==> config.mk <==
export PLATFORM = sky130hd
export DESIGN_NAME = ssc_controller_flat
export DESIGN_NICKNAME = d
export VERILOG_FILES = /design/src/rtl/ssc_pkg.sv /design/src/rtl/ssc_if.sv /design/src/rtl/ssc_counter.sv /design/src/rtl/ssc_controller.sv /design/src/flat_wrapper.sv
export SDC_FILE = /design/constraint.sdc
export NUM_CORES = 1
export LEC_CHECK = 0
export CAP_MARGIN = 20
export CORE_MARGIN = 5
export CORE_UTILIZATION = 45
export DETAILED_ROUTE_END_ITERATION = 16
export PLACE_DENSITY = 0.73
export RECOVER_POWER = 50
export SLEW_MARGIN = 20
export SYNTH_ARGS = -nofsm -noshare
export SYNTH_HDL_FRONTEND = slang
export SYNTH_SLANG_ARGS = --single-unit
==> constraint.sdc <==
create_clock -name clk -period 5.45 [get_ports clk]
set_clock_uncertainty 0.05 [all_clocks]
set_input_delay 1.3625 -clock clk [delete_from_list [all_inputs] [get_ports clk]]
set_output_delay 1.3625 -clock clk [all_outputs]
set_load 0.05 [all_outputs]
==> src/rtl/ssc_pkg.sv <==
// rtl/ssc_pkg.sv - shared types, mux encodings and output decode for the sort controller
package ssc_pkg;

    typedef enum logic [3:0] {
        S_IDLE,
        S_RD_I,
        S_CAP_I,
        S_RD_J,
        S_CMP_J,
        S_WR_I_SET,
        S_WR_I,
        S_WR_M_SET,
        S_WR_M,
        S_NEXT,
        S_DONE
    } state_t;

    localparam logic [1:0] AMUX_CNT1 = 2'b00;
    localparam logic [1:0] AMUX_CNT2 = 2'b01;
    localparam logic [1:0] AMUX_MIN  = 2'b10;
    localparam logic       DMUX_MIN  = 1'b0;
    localparam logic       DMUX_TEMP = 1'b1;

    typedef struct packed {
        logic       load_temp;
        logic       sel_mux;
        logic [1:0] sel_amux;
        logic       sel_dmux;
        logic       load_min;
        logic       mem_we;
        logic       busy;
        logic       done;
    } ctrl_t;

    // Moore output pattern for a state; registered on entry to that state.
    function automatic ctrl_t decode(input state_t s);
        ctrl_t c;
        c      = '0;
        c.busy = (s != S_IDLE);
        case (s)
            S_RD_I: begin
                c.sel_amux = AMUX_CNT1;
            end
            S_CAP_I: begin
                c.sel_amux  = AMUX_CNT1;
                c.load_min  = 1'b1;
                c.load_temp = 1'b1;
            end
            S_RD_J, S_CMP_J: begin
                c.sel_amux = AMUX_CNT2;
                c.sel_mux  = 1'b1;
            end
            S_WR_I_SET: begin
                c.sel_amux = AMUX_CNT1;
                c.sel_dmux = DMUX_MIN;
            end
            S_WR_I: begin
                c.sel_amux = AMUX_CNT1;
                c.sel_dmux = DMUX_MIN;
                c.mem_we   = 1'b1;
            end
            S_WR_M_SET: begin
                c.sel_amux = AMUX_MIN;
                c.sel_dmux = DMUX_TEMP;
            end
            S_WR_M: begin
                c.sel_amux = AMUX_MIN;
                c.sel_dmux = DMUX_TEMP;
                c.mem_we   = 1'b1;
            end
            S_DONE: begin
                c.done = 1'b1;
            end
            default: ;
        endcase
        return c;
    endfunction

endpackage

==> src/rtl/ssc_if.sv <==
// rtl/ssc_if.sv - controller-to-datapath strobe and status bundle
// The controller drives everything except start.
interface ssc_if #(
    parameter int ADDR_W = 8
);
    logic              start;
    logic [ADDR_W-1:0] cnt1_out;
    logic [ADDR_W-1:0] cnt2_out;
    logic              load_temp;
    logic              sel_mux;
    logic [1:0]        Sel_AMux;
    logic              Sel_DMux;
    logic              Load_min;
    logic              mem_we;
    logic              busy;
    logic              done;

    modport master (
        input  start,
        output cnt1_out, cnt2_out, load_temp, sel_mux, Sel_AMux,
               Sel_DMux, Load_min, mem_we, busy, done
    );

    modport slave (
        output start,
        input  cnt1_out, cnt2_out, load_temp, sel_mux, Sel_AMux,
               Sel_DMux, Load_min, mem_we, busy, done
    );
endinterface

==> src/rtl/ssc_counter.sv <==
// rtl/ssc_counter.sv - loadable up-counter used for the outer and inner sort indices
// Load wins over increment; reset clears asynchronously.
module ssc_counter #(
    parameter int ADDR_W = 8
) (
    input  logic              clk,
    input  logic              rst_n,
    input  logic              load,
    input  logic [ADDR_W-1:0] load_value,
    input  logic              inc,
    output logic [ADDR_W-1:0] count
);

    always_ff @(posedge clk or negedge rst_n) begin
        if (!rst_n) begin
            count <= '0;
        end else if (load) begin
            count <= load_value;
        end else if (inc) begin
            count <= count + ADDR_W'(1);
        end
    end

endmodule

==> src/rtl/ssc_controller.sv <==
// rtl/ssc_controller.sv - selection-sort sequencing FSM for the sort datapath
// Each memory access is a select cycle followed by an act cycle, since the datapath registers address/data.
module ssc_controller
    import ssc_pkg::*;
#(
    parameter int N      = 16,
    parameter int ADDR_W = 8
) (
    input  logic   clk,
    input  logic   rst_n,
    ssc_if.master  bus
);

    if (N < 2 || N > 256 || (N - 1) >= (2 ** ADDR_W)) begin : g_bad_param
        $error("ssc_controller: N must be 2..256 and fit in ADDR_W bits");
    end

    localparam logic [ADDR_W-1:0] LAST_J = ADDR_W'(N - 1);
    localparam logic [ADDR_W-1:0] LAST_I = ADDR_W'(N - 2);

    state_t            state;
    ctrl_t             ctrl;
    logic [ADDR_W-1:0] cnt1;
    logic [ADDR_W-1:0] cnt2;
    logic              cnt1_load;
    logic              cnt1_inc;
    logic              cnt2_load;
    logic              cnt2_inc;

    // Counter updates take effect on the edge that leaves the current state.
    always_comb begin
        cnt1_load = 1'b0;
        cnt1_inc  = 1'b0;
        cnt2_load = 1'b0;
        cnt2_inc  = 1'b0;
        case (state)
            S_IDLE:  cnt1_load = bus.start;
            S_CAP_I: cnt2_load = 1'b1;
            S_CMP_J: cnt2_inc  = (cnt2 != LAST_J);
            S_NEXT:  cnt1_inc  = (cnt1 != LAST_I);
            default: ;
        endcase
    end

    ssc_counter #(.ADDR_W(ADDR_W)) u_cnt1 (
        .clk        (clk),
        .rst_n      (rst_n),
        .load       (cnt1_load),
        .load_value ('0),
        .inc        (cnt1_inc),
        .count      (cnt1)
    );

    ssc_counter #(.ADDR_W(ADDR_W)) u_cnt2 (
        .clk        (clk),
        .rst_n      (rst_n),
        .load       (cnt2_load),
        .load_value (cnt1 + ADDR_W'(1)),
        .inc        (cnt2_inc),
        .count      (cnt2)
    );

    always_ff @(posedge clk or negedge rst_n) begin
        if (!rst_n) begin
            state <= S_IDLE;
            ctrl  <= '0;
        end else begin
            case (state)
                S_IDLE: begin
                    if (bus.start) begin
                        state <= S_RD_I;
                        ctrl  <= decode(S_RD_I);
                    end
                end
                S_RD_I: begin
                    state <= S_CAP_I;
                    ctrl  <= decode(S_CAP_I);
                end
                S_CAP_I: begin
                    state <= S_RD_J;
                    ctrl  <= decode(S_RD_J);
                end
                S_RD_J: begin
                    state <= S_CMP_J;
                    ctrl  <= decode(S_CMP_J);
                end
                S_CMP_J: begin
                    if (cnt2 == LAST_J) begin
                        state <= S_WR_I_SET;
                        ctrl  <= decode(S_WR_I_SET);
                    end else begin
                        state <= S_RD_J;
                        ctrl  <= decode(S_RD_J);
                    end
                end
                S_WR_I_SET: begin
                    state <= S_WR_I;
                    ctrl  <= decode(S_WR_I);
                end
                S_WR_I: begin
                    state <= S_WR_M_SET;
                    ctrl  <= decode(S_WR_M_SET);
                end
                S_WR_M_SET: begin
                    state <= S_WR_M;
                    ctrl  <= decode(S_WR_M);
                end
                S_WR_M: begin
                    state <= S_NEXT;
                    ctrl  <= decode(S_NEXT);
                end
                S_NEXT: begin
                    if (cnt1 == LAST_I) begin
                        state <= S_DONE;
                        ctrl  <= decode(S_DONE);
                    end else begin
                        state <= S_RD_I;
                        ctrl  <= decode(S_RD_I);
                    end
                end
                S_DONE: begin
                    state <= S_IDLE;
                    ctrl  <= decode(S_IDLE);
                end
                default: begin
                    state <= S_IDLE;
                    ctrl  <= '0;
                end
            endcase
        end
    end

    assign bus.cnt1_out  = cnt1;
    assign bus.cnt2_out  = cnt2;
    assign bus.load_temp = ctrl.load_temp;
    assign bus.sel_mux   = ctrl.sel_mux;
    assign bus.Sel_AMux  = ctrl.sel_amux;
    assign bus.Sel_DMux  = ctrl.sel_dmux;
    assign bus.Load_min  = ctrl.load_min;
    assign bus.mem_we    = ctrl.mem_we;
    assign bus.busy      = ctrl.busy;
    assign bus.done      = ctrl.done;

endmodule

==> src/flat_wrapper.sv <==
// flat-port wrapper written by rule: the top's interface ports become plain ports
module ssc_controller_flat import ssc_pkg::*;
#(
    parameter int N      = 16,
    parameter int ADDR_W = 8
)
  (clk, rst_n, bus_start, bus_cnt1_out, bus_cnt2_out, bus_load_temp, bus_sel_mux, bus_Sel_AMux, bus_Sel_DMux, bus_Load_min, bus_mem_we, bus_busy, bus_done);
  ssc_if #(.ADDR_W(ADDR_W)) bus_i ();
  input  logic clk;
  input  logic rst_n;
  input wire logic [$bits(bus_i.start)-1:0] bus_start;
  output wire logic [$bits(bus_i.cnt1_out)-1:0] bus_cnt1_out;
  output wire logic [$bits(bus_i.cnt2_out)-1:0] bus_cnt2_out;
  output wire logic [$bits(bus_i.load_temp)-1:0] bus_load_temp;
  output wire logic [$bits(bus_i.sel_mux)-1:0] bus_sel_mux;
  output wire logic [$bits(bus_i.Sel_AMux)-1:0] bus_Sel_AMux;
  output wire logic [$bits(bus_i.Sel_DMux)-1:0] bus_Sel_DMux;
  output wire logic [$bits(bus_i.Load_min)-1:0] bus_Load_min;
  output wire logic [$bits(bus_i.mem_we)-1:0] bus_mem_we;
  output wire logic [$bits(bus_i.busy)-1:0] bus_busy;
  output wire logic [$bits(bus_i.done)-1:0] bus_done;
  assign bus_i.start = bus_start;
  assign bus_cnt1_out = bus_i.cnt1_out;
  assign bus_cnt2_out = bus_i.cnt2_out;
  assign bus_load_temp = bus_i.load_temp;
  assign bus_sel_mux = bus_i.sel_mux;
  assign bus_Sel_AMux = bus_i.Sel_AMux;
  assign bus_Sel_DMux = bus_i.Sel_DMux;
  assign bus_Load_min = bus_i.Load_min;
  assign bus_mem_we = bus_i.mem_we;
  assign bus_busy = bus_i.busy;
  assign bus_done = bus_i.done;
  ssc_controller #(.N(N), .ADDR_W(ADDR_W)) u_core (.clk(clk), .rst_n(rst_n), .bus(bus_i));
endmodule
-- Word level (Yosys, flattened, before mapping)
Index checks and enable logic that the tools add are counted.
- bits of input ports: 3
- word-level logic and storage cells: 47
- bits in registers: 29
- mux-type cells: 16
- equal/unequal tests: 14
- add/sub/neg operators: 2
- reduce and logical (&&, ||, !) cells: 4
- operators by type and width (operator ; number):
    9-bit case mux with 9 select lines ; 1
    8-bit two-way mux ; 5
    4-bit case mux with 10 select lines ; 1
    8-bit by 1-bit adder with 8-bit output, second input constant ; 2
    4-bit by 3-bit equality test with 1-bit output, second input constant ; 4
    8-bit by 4-bit equality test with 1-bit output, second input constant ; 2
    8-bit by 4-bit != test with 1-bit output, second input constant ; 2
    9-bit two-way mux ; 1
    4-bit by 2-bit equality test with 1-bit output, second input constant ; 2
    4-bit equality test, second input constant ; 2
    4-bit two-way mux ; 2
    1-bit two-way mux ; 5
    4-bit by 1-bit equality test with 1-bit output, second input constant ; 1
    4-bit zero test ; 1
    2-bit nonzero test ; 2
    3-bit two-way mux ; 1
    2-bit != test, second input constant ; 1
    2-bit OR reduction ; 1

-- Depth between registers and ports, before layout
Gate-level depths: netlist (run 1).
- depth in word-level cells: 4
- depth in mapped cells: 6
- depth with buffers taken out: 6

-- Cells and area by module
From an unflattened synthesis (run 1), not the netlist that was laid out.
- cells, all modules: 178
- area total of the unflattened synthesis: 1602.8 µm²
- modules (own cells, without submodules) (module ; cells each ; area each (µm²) ; times used ; sequential area each (µm²)):
    ssc_counter ; 49 ; 450.4 ; 2 ; 200.2
    ssc_controller ; 80 ; 701.9 ; 1 ; 250.2

-- Worst setup path after synthesis (run 1)
OpenSTA, ideal clock, no wires.
- path kind: register to output
- from: register u_core.bus.Sel_DMux (netlist name)
- to: output bus_Sel_AMux[1]
- setup slack: 3.133 ns
- required time: 4.038 ns
- cell stages (with the launch flop): 2
- arrival time: 0.904 ns
- path buffers: 1
- path through: dfrtp_1 -> buf_4
- RTL lines (item ; RTL line ; RTL):
    end, declared ; flat_wrapper.sv:16 ; output wire logic [$bits(bus_i.Sel_AMux)-1:0] bus_Sel_AMux;

-- Worst setup path after layout (run 1)
- from: register u_core.u_cnt1.count[7]
- to: output bus_cnt1_out[7]
- RTL lines (item ; RTL line ; RTL):
    start, declared ; ssc_counter.sv:11 ; output logic [ADDR_W-1:0] count
    start signal, assigned ; ssc_counter.sv:18 ; count <= load_value;
    start signal, assigned ; ssc_counter.sv:20 ; count <= count + ADDR_W'(1);
    end, declared ; flat_wrapper.sv:12 ; output wire logic [$bits(bus_i.cnt1_out)-1:0] bus_cnt1_out;
No word-level cell between the ends.

==> results of run 1 <==
cells in the final DEF (no fill, tap or decap), types with 2 or more instances in the layout:
cell type,count
o21ai_0,5
a211o_1,2
ha_1,3
or3_1,5
dfrtp_1,26
o2bb2ai_1,2
a21oi_1,11
a22oi_1,3
inv_1,3
clkdlybuf4s50_1,25
dlygate4sd3_1,2
clkbuf_4,3
xor2_1,2
nand3_1,5
nor4_1,6
and3_1,4
nand2_1,8
nor3_1,5
xnor2_1,6
nor3b_1,2
or2_2,2
nor2_1,7
a21o_1,6
nand2b_1,4
cells in the mapped netlist (all sizes together):
master	number
nand2	8
ha	3
or2	2
nand3	5
or4b	1
nor2	7
a22oi	3
xor2	2
o2bb2ai	2
nand4b	1
a211o	2
and2	1
a311oi	1
or3	5
o21a	1
buf	5
and3	4
nor4b	2
a21bo	1
a211oi	1
a21o	6
o31a	1
a31o	1
nor4	7
nor3	5
a21boi	1
mux2i	1
dfrtp	26
mux2	1
and4bb	1
nor3b	2
clkbuf	5
o21ai	6
and4b	1
a21oi	11
xnor2	6
o41ai	1
inv	3
nand2b	4
worst register-to-register path, delay by kind of cell (launching register included):
| kind | cells | cell delay, ps |
|---|---|---|
| AO/OA/AOI/OAI | 3 | 830 |
| AND/OR/NAND/NOR | 1 | 740 |
| flip-flops | 1 | 550 |
area by class of cell:
cell class	count	share of cell area [%]
multi-input cells	107	42.2
repair buffers	29	15.7
clock buffers	4	2.03
flip-flops and latches	26	36.3
inverters	3	0.629
well taps	44	3.07
path summary, 6_finish.rpt:
path | slack, ps | to | startpoint | cells after the start
worst max-delay path | 2330 | bus_cnt1_out[7] | u_core.u_cnt1.count[7] | 1
worst min-delay path | 480 | u_core.bus.busy | u_core.bus.busy | 1
worst max register to register | 3170 | u_core.u_cnt2.count[2] | u_core.state[0] | 4
worst min register to register | 480 | u_core.bus.busy | u_core.bus.busy | 1
max in group asynchronous | 2710 | u_core.u_cnt2.count[3] | rst_n | 2
min in group asynchronous | 1820 | u_core.u_cnt1.count[7] | rst_n | 2
cells by family (layout without fill, tap and decap cells):
family	after synthesis	count (layout)	share of synthesized area, %
compound gates	38	38	19.7
fa+ha+maj	3	3	2.53
flops	26	26	43.8
xor+xnor	8	8	4.72
simple gates	56	56	23.3
buf+inv	13	36	4.47
mux	2	2	1.43
routing by layer:
layer	up-vias	wire (um)	track usage, %
met5	-	0	0
met2	17	1610	26.5
li1	576	-	-
met4	0	38	4.56
met3	4	87	2.50
met1	576	1510	20.4
metrics by stage:
step | hold WS (ps) | setup slack, ps | utilization, %
3_3_place_gp | 441 | 2720 | 57.2
6_report | 476 | 2330 | 57.7
3_5_place_dp | 450 | 2710 | 57.2
2_1_floorplan | 610 | 3130 | -
5_1_grt | 508 | 2270 | 57.7
4_1_cts | 481 | 2320 | 58.4
flip-flops by register name (all words and copies together) (netlist names):
name and flops:
u_core.u_cnt2.count 8, u_core.bus.busy 1, u_core.bus.done 1, u_core.state 4, u_core.bus.Sel_AMux 1, u_core.bus.Sel_DMux 1
u_core.u_cnt1.count 8, u_core.bus.Load_min 1, u_core.bus.mem_we 1
where the power goes:
part	internal, uW	switching [uW]
clock network	40.8	57.5
registers	250	95.9
logic	199	331
total	491	484
==> results.json, run 1 <==
{
  "ant_nets": 0,
  "crit_arrival_ps": 1710,
  "syn_inst": 146,
  "register_area_sq_um": 651,
  "hold_class": "reg2reg",
  "antenna_found_initial": 0,
  "final_area_sq_um": 1790,
  "rsz0062_at_grt": "false",
  "fin_cells": 213,
  "clock_path_buffers": 2,
  "avgSynthCellArea_sq_um": 10.2,
  "num-fill-cells": 297,
  "post_cts_buffers": 0,
  "initial_utilization_pct": 47.8,
  "drv_cap": 0,
  "rows": 20,
  "routedWlPerCell_um": 15.2,
  "max-slew-margin-rel_pct": 7.02,
  "finalHoldViolCount": 0,
  "cp_cell_sequence": "clkdlybuf4s50_1",
  "grt_pass1_wl_mm": 5.36,
  "end_kind": "output port",
  "synth_cell_types": 45,
  "crit_buf_inv": 1,
  "die_area_sq_um": 4550,
  "htree_levels": 1,
  "cts-root-buf": "clkbuf_4",
  "drcViolationCount": 0,
  "dp.final_hpwl_mm": 2.40,
  "yosys_warnings": 0,
  "critPathLaunchType": "flop",
  "syn_nets": 152,
  "cp.required_ps": 4040,
  "fin_crit_sh_pct": 57.3,
  "vias": 1173,
  "yosys-top-cells-area": "dfrtp_1 44%, xnor2_1 3.5%, a21oi_1 3.4%",
  "path_delay_family": "buffers and inverters",
  "ios": 28,
  "setup_viol": 0,
  "powerDensity_nw_per_um2": 544,
  "holdBufCountCts": 0,
  "drtIter0Drc": 56,
  "worst-path-max-fanout": 7,
  "clkTransAtPathRegs_ps": 140,
  "netlist.area_leader.share_pct": 43.8,
  "grt_pass1_vias": 1157,
  "drt_first_pass_iters": 4,
  "ys_ff_latch": 26,
  "critPathSlowestCell": "clkdlybuf4s50_1",
  "drive_above_1_share_pct": 9.47,
  "wirelength_mm": 3.24,
  "place_area_sq_um": 1780,
  "placedCellCount": 209,
  "die_w_um": 67.4,
  "fmax_mhz": 320,
  "netlist_area_sq_um": 1480,
  "numCtsBuffers": 3,
  "fin_tns_setup_ps": 0,
  "peakVddDrop_v": 0.000158,
  "slowest_delay_ps": 860,
  "power.total_uw": 975,
  "clk_latency_ps": 320,
  "multi_input_area_sq_um": 756,
  "clock_sinks": 26,
  "cts_tree": "built",
  "worst_slew_pin_slew_ps": 1390,
  "antenna_cells": 0,
  "die_h_um": 67.4,
  "place_congestion": 0.843,
  "grt_use_total_pct": 15.6,
  "grt_max_degree": 27,
  "critPathKind": "reg2out",
  "core_sq_um": 3100,
  "ys_seq_area_share_pct": 43.8,
  "num-nets-final": 176,
  "fin_crit_ps": 3120,
  "port_buffers": 27,
  "yosys.area.top_type": "dfrtp_1",
  "power_leakage_uw": 0.000778,
  "gr-total-overflow": 0,
  "syn_to_final_growth_pct": 20.7,
  "cts_resized": 0,
  "final_max_slew_viol_count": 0,
  "status": "finished clean",
  "via_per_inst": 5.51
}
No activity file was read; power rests on OpenSTA's default activity.
==> run 2, diff against run 1 <==
Settings changed: PLACE_DENSITY 0.73 to 0.75.
Clock period 5.45 ns to 2.7 ns, I/O delays scaled along.
==> run 2 against run 1 <==
Net effect: first-iteration DRC count fell by 21%; sequential power grew 100%; sequential share of layout area shrank 0.076 points; total power rose by 100%; via count is 0.34% higher; cell area increased by 0.21%; clock-buffer cell count is the same; non-clock buffer count grew 1; register-to-register slack worse by 2800 ps; die area unchanged; worst setup slack got worse by 2100 ps; critical endpoint unchanged.
==> results.json, run 2 (synthesis gave the netlist of run 1 again) <==
{
  "status": "finished clean",
  "rows": 20,
  "path_delay_family": "buffers and inverters",
  "ios": 28,
  "fin_crit_ps": 2440,
  "final_max_slew_viol_count": 0,
  "power_leakage_uw": 0.000779,
  "critPathKind": "reg2out",
  "drv_cap": 0,
  "drtIter0Drc": 44,
  "setup_viol": 0,
  "core_sq_um": 3100,
  "critPathLaunchType": "flop",
  "worst-path-max-fanout": 7,
  "post_cts_buffers": 0,
  "switching_power_uw": 977,
  "clock_path_buffers": 2,
  "peakVddDrop_v": 0.000398,
  "hold_class": "reg2reg",
  "final_area_sq_um": 1790,
  "max-slew-margin-rel_pct": 6.41,
  "drt_first_pass_iters": 4,
  "clk_latency_ps": 320,
  "routedWlPerCell_um": 14.9,
  "grt_pass1_wl_mm": 5.42,
  "final_common_cell": "dfrtp_1",
  "fin_cells": 214,
  "p_seq_share_pct": 35.3,
  "r2r_setup_slack_ps": 380,
  "reg2reg_depth": 7,
  "grt_pass1_vias": 1151,
  "syn_to_final_growth_pct": 20.9,
  "gr-total-overflow": 0,
  "fmax_mhz": 410,
  "ant_nets": 0,
  "vias": 1177,
  "port_buffers": 27,
  "worst_slew_pin_slew_ps": 1400,
  "critPathSlowestCell": "clkdlybuf4s50_1",
  "switching_share_pct": 49.7,
  "combPwrFrac_pct": 54.5,
  "grt_use_total_pct": 15.6,
  "drcViolationCount": 0,
  "power.total_uw": 1970,
  "antenna_found_initial": 0,
  "slowest_delay_ps": 860,
  "initial_utilization_pct": 47.8,
  "r2r-start": "u_core.u_cnt1.count[0]",
  "end_kind": "output port",
  "dp.final_hpwl_mm": 2.35,
  "clock_sinks": 26,
  "drive_above_1_share_pct": 9.41,
  "cp_cell_sequence": "clkdlybuf4s50_1",
  "wirelength_mm": 3.18,
  "via_per_inst": 5.50,
  "cts_tree": "built",
  "antenna_cells": 0,
  "crit_arrival_ps": 1710,
  "holdBufCountCts": 0,
  "die_w_um": 67.4,
  "num-nets-final": 177,
  "place_congestion": 0.895,
  "final_cell_mix": "26 x dfrtp_1, 25 x clkdlybuf4s50_1, 11 x a21oi_1",
  "crit_cells": 1,
  "numCtsBuffers": 3,
  "crit_start": "u_core.u_cnt1.count[7]",
  "finalHoldViolCount": 0,
  "grt_max_degree": 27,
  "fin_crit_sh_pct": 90.3,
  "r2r-end": "u_core.u_cnt1.count[1]",
  "cp.required_ps": 1980,
  "dp_slack_ps": 598,
  "fin_ws_ps": 262,
  "largestRegisters": "u_core.u_cnt1.count: 8 flops, u_core.u_cnt2.count: 8 flops, u_core.state: 4 flops",
  "cts-root-buf": "clkbuf_4",
  "internal-power_uw": 989,
  "die_area_sq_um": 4550,
  "rsz0062_at_grt": "false",
  "htree_levels": 1,
  "crit_buf_inv": 1,
  "powerDensity_nw_per_um2": 1100,
  "place_area_sq_um": 1780,
  "placedCellCount": 210,
  "fin_tns_setup_ps": 0,
  "die_h_um": 67.4,
  "cts_resized": 0,
  "clkTransAtPathRegs_ps": 150,
  "endpoint": "bus_cnt1_out[7]",
  "p_clk_share_pct": 10.2
}
## run 2: cell count changes in the layout (fill, tap and decap cells not counted), sizes merged
cell    delta
clkbuf     +1
## run 2: layout make-up
class | count | area (sq um)
Fill cell | 294 | 1310
Inverter | 3 | 11.3
Timing Repair Buffer | 30 | 285
Tap cell | 44 | 55.1
Clock buffer | 4 | 36.3
Multi-Input combinational cell | 107 | 756
Sequential cell | 26 | 651
## run 2: power by group through the flow
stage / clock [uW] / sequential, uW / combinational [uW]
after floorplan: 0 / 912 / 564
after global placement: 0 / 693 / 1080
after detailed placement: 0 / 705 / 1100
after CTS: 202 / 697 / 1100
after global routing: 219 / 727 / 1150
final: 200 / 695 / 1070
## run 2: routing by layer
layer | global-route usage, % | part of all wire, % | up-vias
li1 | - | - | 586
met1 | 21.3 | 48 | 562
met2 | 25.2 | 47 | 23
met3 | 2.00 | 2.6 | 6
met4 | 6.08 | 1.9 | 0
met5 | 0 | 0 | -
## run 2: how the worst min path moves through the flow
| stage | end | depth (start not counted) | startpoint |
|---|---|---|---|
| floorplan | u_core.bus.Load_min | 0 | rst_n |
| global placement | u_core.bus.busy | 1 | u_core.bus.busy |
| detailed placement | u_core.bus.done | 1 | u_core.bus.done |
| CTS | u_core.bus.done | 1 | u_core.bus.done |
| global route | u_core.bus.done | 1 | u_core.bus.done |
| finish | u_core.bus.done | 1 | u_core.bus.done |
## run 2: stage by stage
step / utilization (%) / hold slack (ps)
floorplan: - / 329
global placement: 57.5 / 438
detailed placement: 57.5 / 458
CTS: 58.6 / 491
global route: 57.8 / 518
finish: 57.8 / 487
==> run 3, diff against run 2 <==
Settings changed: SETUP_SLACK_MARGIN set to 0.3.
==> run 3 against run 2 <==
Net effect: non-clock buffer count did not move; clock power about the same; core utilization up 0.16 points; critical endpoint is now bus_cnt1_out[1]; worst setup slack improved by 100 ps; register-to-register slack hardly changed; clock-buffer cell count unchanged; first-iteration DRC count shrank 2.3%; maximum frequency increased by 4.4%; largest power group unchanged; final cell count unchanged; sequential power about the same.
==> results.json, run 3 (synthesis gave the netlist of run 1 again) <==
{
  "hp-start": "u_core.bus.done",
  "grt_use_total_pct": 15.6,
  "power_leakage_uw": 0.000863,
  "internal-power_uw": 984,
  "fin_ws_ps": 365,
  "peakVddDrop_v": 0.000398,
  "cts_tree": "built",
  "fin_tns_setup_ps": 0,
  "fmax_mhz": 428,
  "drtIter0Drc": 43,
  "finalHoldViolCount": 0,
  "final_max_slew_viol_count": 0,
  "combPwrFrac_pct": 54.7,
  "grt_pass1_vias": 1151,
  "grt_max_degree": 27,
  "rsz0062_at_grt": "false",
  "drv_cap": 0,
  "status": "finished clean",
  "r2r-start": "u_core.u_cnt1.count[0]",
  "setup_viol": 0,
  "switching_power_uw": 986,
  "num-fill-cells": 291,
  "max-slew-margin-rel_pct": 6.95,
  "crit_buf_inv": 1,
  "drcViolationCount": 0,
  "htree_levels": 1,
  "clock_path_buffers": 2,
  "routedWlPerCell_um": 15.1,
  "end_kind": "output port",
  "cp_cell_sequence": "clkdlybuf4s50_1",
  "via_per_inst": 5.53,
  "hold_class": "reg2reg",
  "die_h_um": 67.4,
  "reg2reg_depth": 7,
  "critPathSlowestCell": "clkdlybuf4s50_1",
  "fin_crit_sh_pct": 86.5,
  "clkTransAtPathRegs_ps": 150,
  "crit_arrival_ps": 1610,
  "vias": 1184,
  "worst-path-max-fanout": 5,
  "rows": 20,
  "largestRegisters": "u_core.u_cnt1.count: 8 flops, u_core.u_cnt2.count: 8 flops, u_core.state: 4 flops",
  "antenna_cells": 0,
  "power.total_uw": 1970,
  "place_congestion": 0.895,
  "fin_crit_ps": 2330,
  "clk_latency_ps": 320,
  "wirelength_mm": 3.24,
  "r2r_setup_slack_ps": 380,
  "slowest_delay_ps": 840,
  "drive_above_1_share_pct": 10.0,
  "cp.required_ps": 1980,
  "path_delay_family": "buffers and inverters",
  "clock_sinks": 26,
  "p_seq_share_pct": 35.2,
  "core_sq_um": 3100,
  "drt_first_pass_iters": 4,
  "ant_nets": 0,
  "powerDensity_nw_per_um2": 1090,
  "syn_to_final_growth_pct": 21.2,
  "dp_slack_ps": 598,
  "gr-total-overflow": 0,
  "ios": 28,
  "numCtsBuffers": 3,
  "timing.hold.ws_ps": 487,
  "final_cell_mix": "26 x dfrtp_1, 16 x clkdlybuf4s50_1, 10 x a21oi_1",
  "port_buffers": 27,
  "critPathLaunchType": "flop",
  "worst_slew_pin_slew_ps": 1400,
  "die_w_um": 67.4,
  "holdBufCountCts": 0,
  "post_cts_buffers": 0,
  "r2r-end": "u_core.u_cnt1.count[1]",
  "final_common_cell": "dfrtp_1",
  "antenna_found_initial": 0,
  "initial_utilization_pct": 47.8,
  "switching_share_pct": 50.0,
  "critPathKind": "reg2out",
  "p_clk_share_pct": 10.1,
  "worstHoldPathCells": 1,
  "die_area_sq_um": 4550,
  "cts-root-buf": "clkbuf_4",
  "grt_pass1_wl_mm": 5.42,
  "whs_endpoint": "u_core.bus.done",
  "num-nets-final": 177,
  "dp.final_hpwl_mm": 2.35
}
## run 3: metal layers
metal / wire, um / GRT usage (%) / part of all wire (%)
met1: 1520 / 21.3 / 47
met2: 1550 / 25.2 / 48
met3: 105 / 2.00 / 3.2
met4: 60 / 6.08 / 1.9
met5: 0 / 0 / 0
## run 3: stage by stage
step                      area [sq um]  instances  utilization [%]
after floorplan                   1480        146                -
after global placement            1780        210             57.5
after detailed placement          1780        210             57.5
after CTS                         1820        214             58.5
after global routing              1800        214             58.0
final                             1800        214             58.0
## run 3: repair_timing
item,in CTS,in global routing
endpoints found under the setup margin,3,6
hold endpoints to repair,0,0
gates resized for setup,3,6
cloned,0,0
## run 3: worst max-delay path by stage
stage / startpoint / end / slack (ps) / cells past startpoint
after floorplan: u_core.u_cnt1.count[1] / u_core.u_cnt1.count[7] / 600 / 5
after global placement: u_core.state[0] / u_core.u_cnt2.count[7] / 620 / 4
after detailed placement: u_core.state[0] / u_core.u_cnt2.count[7] / 600 / 4
after CTS: u_core.u_cnt1.count[3] / bus_cnt1_out[3] / 330 / 1
after global routing: u_core.u_cnt1.count[0] / u_core.u_cnt1.count[1] / 160 / 7
final: u_core.u_cnt1.count[1] / bus_cnt1_out[1] / 370 / 1
## run 3: cell type report
class                           instances  area (sq um)  share of cell area (%)
Clock buffer                            4          36.3                    2.02
Inverter                                3          11.3                   0.626
Multi-Input combinational cell        107           767                    42.6
Sequential cell                        26           651                    36.2
Tap cell                               44          55.1                    3.06
Timing Repair Buffer                   30           279                    15.5
## run 3: power by group through the flow
stage / clock [uW] / combinational [uW] / sequential (uW)
6_report: 200 / 1080 / 693
3_3_place_gp: 0 / 1080 / 693
4_1_cts: 202 / 1100 / 697
5_1_grt: 219 / 1160 / 726
3_5_place_dp: 0 / 1100 / 705
2_1_floorplan: 0 / 564 / 912
